[src/rtl/traffic_light_controller.sv]
// traffic_light_controller: fixed-time six-phase Moore controller for a T-junction
module traffic_light_controller #(
  parameter int T_MAIN = 7,
  parameter int T_YEL  = 2,
  parameter int T_TURN = 5,
  parameter int T_SIDE = 3,
  parameter int CNT_W  = 4
) (
  input  logic       clk,
  input  logic       rst,
  output logic [2:0] light_M1,
  output logic [2:0] light_S,
  output logic [2:0] light_MT,
  output logic [2:0] light_M2
);
  localparam logic [2:0] RED = 3'b100, YEL = 3'b010, GRN = 3'b001;
  typedef enum logic [2:0] {S1, S2, S3, S4, S5, S6} state_t;
  logic [2:0] state, state_n;
  logic [CNT_W-1:0] cnt, cnt_n, dur_m1;
  logic legal, last;
  always_ff @(posedge clk) begin
    if (rst) begin
      state <= S1;
      cnt   <= '0;
    end else begin
      state <= state_n;
      cnt   <= cnt_n;
    end
  end
  always_comb begin
    legal   = state <= S6;
    dur_m1  = state == S1 ? CNT_W'(T_MAIN - 1) :
              state == S3 ? CNT_W'(T_TURN - 1) :
              state == S5 ? CNT_W'(T_SIDE - 1) : CNT_W'(T_YEL - 1);
    last    = cnt == dur_m1;
    state_n = !legal || (last && state == S6) ? S1 : last ? state + 3'd1 : state;
    cnt_n   = !legal || last ? '0 : cnt + CNT_W'(1);
    {light_M1, light_M2, light_MT, light_S} =
      state == S1 ? {GRN, GRN, RED, RED} :
      state == S2 ? {GRN, YEL, RED, RED} :
      state == S3 ? {GRN, RED, GRN, RED} :
      state == S4 ? {YEL, RED, YEL, RED} :
      state == S5 ? {RED, RED, RED, GRN} :
      state == S6 ? {RED, RED, RED, YEL} : {RED, RED, RED, RED};
  end
endmodule

[config.mk]
export PLATFORM = sky130hd
export DESIGN_NAME = traffic_light_controller
export DESIGN_NICKNAME = d
export VERILOG_FILES = /design/src/rtl/traffic_light_controller.sv
export SDC_FILE = /design/constraint.sdc
export NUM_CORES = 1
export LEC_CHECK = 0
export BUFFER_PORTS_ARGS = -buffer_cell sky130_fd_sc_hd__buf_2
export CAP_MARGIN = 10
export CORE_MARGIN = 1.5
export CORE_UTILIZATION = 30
export DETAILED_ROUTE_END_ITERATION = 12
export SETUP_SLACK_MARGIN = 0.15
export SYNTH_ARGS = -nofsm -noshare
export SYNTH_HDL_FRONTEND = slang
export SYNTH_SLANG_ARGS = --single-unit
[constraint.sdc]
create_clock -name clk -period 2.9 [get_ports clk]
set_input_delay 0.29 -clock clk [delete_from_list [all_inputs] [get_ports clk]]
set_output_delay 0.29 -clock clk [all_outputs]
set_load 0.01 [all_outputs]
==> impl_metrics.tcl <==
set metrics [dict create \
    grt_pass1_wl_um 1683 \
    min_from "rst" \
    clk_root_buffer_cell "sky130_fd_sc_hd__clkbuf_4" \
    fin_tns_setup_ns 0 \
    yosys.area.top_type "sky130_fd_sc_hd__dfxtp_1" \
    cp.buffers_inverters 1 \
    finalWorstSetupSlack_ns 0.6924 \
    antenna_cells_inserted 0 \
    path_class "reg -> reg" \
    die-area_um2 2065 \
    critical_path.reg2reg.endpoint "cnt[1]" \
    cts_inserted_buffers 3 \
    syn_to_final_growth_pct 19.21 \
    worst_clock_skew_ns 0.008232 \
    p_per_area_nw_per_um2 340.7 \
    synth.yosys.warnings 0 \
    initial_utilization 0.3165 \
    cts_sinks 7 \
    cts_setup_buffers 0 \
    timing_hold_violations_final 0 \
    min_delay_worst_endpoint "cnt[0]" \
    synth_largest_type_area_fraction 0.2593 \
    setup.worst_path.end_class "flop" \
    unrepaired_setup_endpoints_after_global_routing "false" \
    path_max_fanout 9 \
    tritoncts "yes" \
    die_w_um 45.45 \
    setup.worst_path.start "state[0]" \
    crit_family "simple AND/OR/NAND/NOR gates" \
    clock.fmax_ghz 0.4530 \
    timing_worst_slew_pin_value_ns 0.3950 \
    grt_antenna_before_repair 0 \
    finalNetCount 87 \
    cellLeakagePower_uw 0.0002936 \
    setup_violations 0 \
    num-fill-cells 189 \
    maximum_number_of_pins_on_one_net_before_global_route_repair 13 \
    startpoint_type "flop" \
    synth-edff-count 0 \
    drt-total-wl_um 1046 \
    status "finished, final reports clean" \
    placeableCoreArea_um2 1708 \
    max_stage_delay_ns 0.51 \
    syn-cell-area_um2 540.5 \
    hold_path_depth 3 \
    syn-instance-count 63 \
    layout-drive-gt1-share 0.2597 \
    synth_fp_nets 72 \
    slew_violations 0 \
    post-route-drc-count 0 \
    cp_cell_sequence "inv_1 > ha_1 > nor2_1 > or4b_4 > a2111o_1 > and3_1" \
    hpwl_after_dpl_um 837 \
    cp.arrival_ns 2.35 \
    synth-seq-area-share 0.2593 \
    synth.ff_latch_count 7 \
    worst_skew_late_latency_ns 0.25 \
    layout_worst_path_cycle_share 0.7612 \
    clock_path_buffers 2 \
    r2r_slack_ns 0.69 \
    track_usage 0.1163 \
    ys_dominant_reg_cell "sky130_fd_sc_hd__dfxtp_1" \
    max_cap_viol_count 0 \
    drtIter0Drc 7 \
    vdd_ir_drop_max_uv 221.1 \
    cell_with_the_largest_stage_delay_on_the_worst_path "sky130_fd_sc_hd__a2111o_1" \
    hold_path.class "in -> reg" \
    routed-via-count 494 \
    worst_hold_slack_ns 0.3806 \
    worst_slew_margin_relative_to_its_limit 0.7354 \
    drt_pass1_iterations 4 \
    routed_wire_length_per_instance_um 10.25 \
    r2r-start "state[0]" \
    holdBufCountCts 0 \
    worstPathRequired_ns 3.05 \
    worst-r2r-cell-count 6 \
    cts_htree_levels 1 \
    place.gp.congestion 0.7861 \
    grt_overflow_total 0 \
    place.port_buffers 13 \
    dp_slack_ns 0.6896 \
    post-route-min-period_ns 2.208 \
    postRouteAntennaNets 0 \
    post_cts_resize_count 0 \
    core.rowCount 15 \
    distinct_cell_type_count_of_the_synthesized_netlist 29 \
    post_cts_clock_slew_at_the_launch_and_capture_registers_of_the_worst_setup_and_hold_paths_ns 0.06 \
    synth_area_leaders "sky130_fd_sc_hd__dfxtp_1 (26%), sky130_fd_sc_hd__ha_1 (16%), sky130_fd_sc_hd__mux2i_1 (5.6%)" \
    io-pin-count 14 \
    routed_via_density 4.843 \
    grt_pass1_vias 409 \
    share_of_synthesized_registers_carrying_an_async_set_or_reset 0 \
    fp.dieH_um 45.45 \
    per_instance_average_area_after_synthesis_um2 8.580 \
]
==> worst register-to-register path, cell delays in order (launching register included) <==
cell and delay [ns]:
sky130_fd_sc_hd__dfxtp_1 0.35, sky130_fd_sc_hd__inv_1 0.13, sky130_fd_sc_hd__ha_1 0.31, sky130_fd_sc_hd__nor2_1 0.11, sky130_fd_sc_hd__or4b_4 0.50, sky130_fd_sc_hd__a2111o_1 0.51
sky130_fd_sc_hd__and3_1 0.21
==> worst max-delay path by stage <==
stage	to	slack, ns	depth (start not counted)
final	cnt[1]	0.69	6
after global routing	cnt[1]	0.59	6
after global placement	cnt[1]	0.75	6
after floorplan	cnt[1]	0.85	7
after detailed placement	cnt[1]	0.69	6
after CTS	cnt[1]	0.69	6
==> final cells by class <==
cell class / instances / area [µm²] / area share
Sequential cell: 7 / 140.1 / 0.2175
Clock buffer: 4 / 26.28 / 0.04078
Multi-Input combinational cell: 49 / 366.6 / 0.5689
Inverter: 4 / 15.01 / 0.02330
Timing Repair Buffer: 13 / 65.06 / 0.1010
Tap cell: 25 / 31.28 / 0.04854
==> synth_stat cells, types with 2 or more instances <==
cell type and number:
sky130_fd_sc_hd__a21oi_1 2, sky130_fd_sc_hd__and3_1 2, sky130_fd_sc_hd__buf_4 2, sky130_fd_sc_hd__dfxtp_1 7
sky130_fd_sc_hd__ha_1 7, sky130_fd_sc_hd__inv_1 4, sky130_fd_sc_hd__mux2i_1 3, sky130_fd_sc_hd__nand2_1 4
sky130_fd_sc_hd__nor2_1 3, sky130_fd_sc_hd__nor2b_1 3, sky130_fd_sc_hd__nor3_1 5, sky130_fd_sc_hd__o21ai_0 2
sky130_fd_sc_hd__or3_1 2, sky130_fd_sc_hd__xor2_1 2
==> per-stage QoR <==
step / cell area [µm²] / utilization / power [µW] / std cells
after floorplan: 540.5 / - / 127.8 / 63
after global placement: 618.1 / 0.3619 / 134.3 / 98
after detailed placement: 618.1 / 0.3619 / 134.2 / 98
after CTS: 644.4 / 0.3773 / 224.8 / 102
after global routing: 644.4 / 0.3773 / 233.3 / 102
final: 644.4 / 0.3773 / 219.5 / 102
==> cell families after synthesis <==
group                    share of synthesized area
AND/OR/NAND/NOR                             0.2569
AO/OA/AOI/OAI                               0.1551
buffers and inverters                      0.06248
adder cells (fa/ha/maj)                     0.1620
flip-flops                                  0.2593
XOR/XNOR                                   0.04862
multiplexers                               0.05556
==> state kept, by name (all words and copies together), names as in the netlist <==
name and count:
state 3, cnt 4
==> report_power, final <==
part           internal (µW)  switching (µW)
Sequential               101            5.40
Combinational           12.4            13.2
Clock                   52.5            34.9
==> metal layers <==
layer | vias up | track usage | routed length [µm] | share of wire
met5 | - | 0 | 0 | 0
met4 | 0 | 0.03529 | 0 | 0
met3 | 0 | 0.05952 | 66 | 0.063
met2 | 17 | 0.1859 | 484 | 0.46
met1 | 227 | 0.1345 | 494 | 0.47
li1 | 250 | - | - | -
==> cells in the final DEF (no fill, tap or decap) <==
cell                         n
sky130_fd_sc_hd__buf_2      13
sky130_fd_sc_hd__a21boi_0    1
sky130_fd_sc_hd__a31o_2      1
sky130_fd_sc_hd__or2_2       1
sky130_fd_sc_hd__dfxtp_1     7
sky130_fd_sc_hd__a2111o_1    1
sky130_fd_sc_hd__nor2_1      3
sky130_fd_sc_hd__nand3_1     1
sky130_fd_sc_hd__and2_1      1
sky130_fd_sc_hd__a21oi_1     2
sky130_fd_sc_hd__o21bai_1    1
sky130_fd_sc_hd__nor4_1      1
sky130_fd_sc_hd__a2111oi_2   1
sky130_fd_sc_hd__nand2b_1    1
sky130_fd_sc_hd__inv_1       4
sky130_fd_sc_hd__and3_1      2
sky130_fd_sc_hd__clkbuf_1    1
sky130_fd_sc_hd__or4b_4      1
sky130_fd_sc_hd__o21ai_0     2
sky130_fd_sc_hd__xor2_1      2
sky130_fd_sc_hd__nor3_1      5
sky130_fd_sc_hd__ha_1        7
sky130_fd_sc_hd__xnor2_1     1
sky130_fd_sc_hd__a31oi_1     1
sky130_fd_sc_hd__nand2_1     4
sky130_fd_sc_hd__mux2i_1     3
sky130_fd_sc_hd__o211ai_1    1
sky130_fd_sc_hd__clkbuf_4    3
sky130_fd_sc_hd__or3_1       2
sky130_fd_sc_hd__nor2b_1     3
No activity file was read; power rests on OpenSTA's default activity.
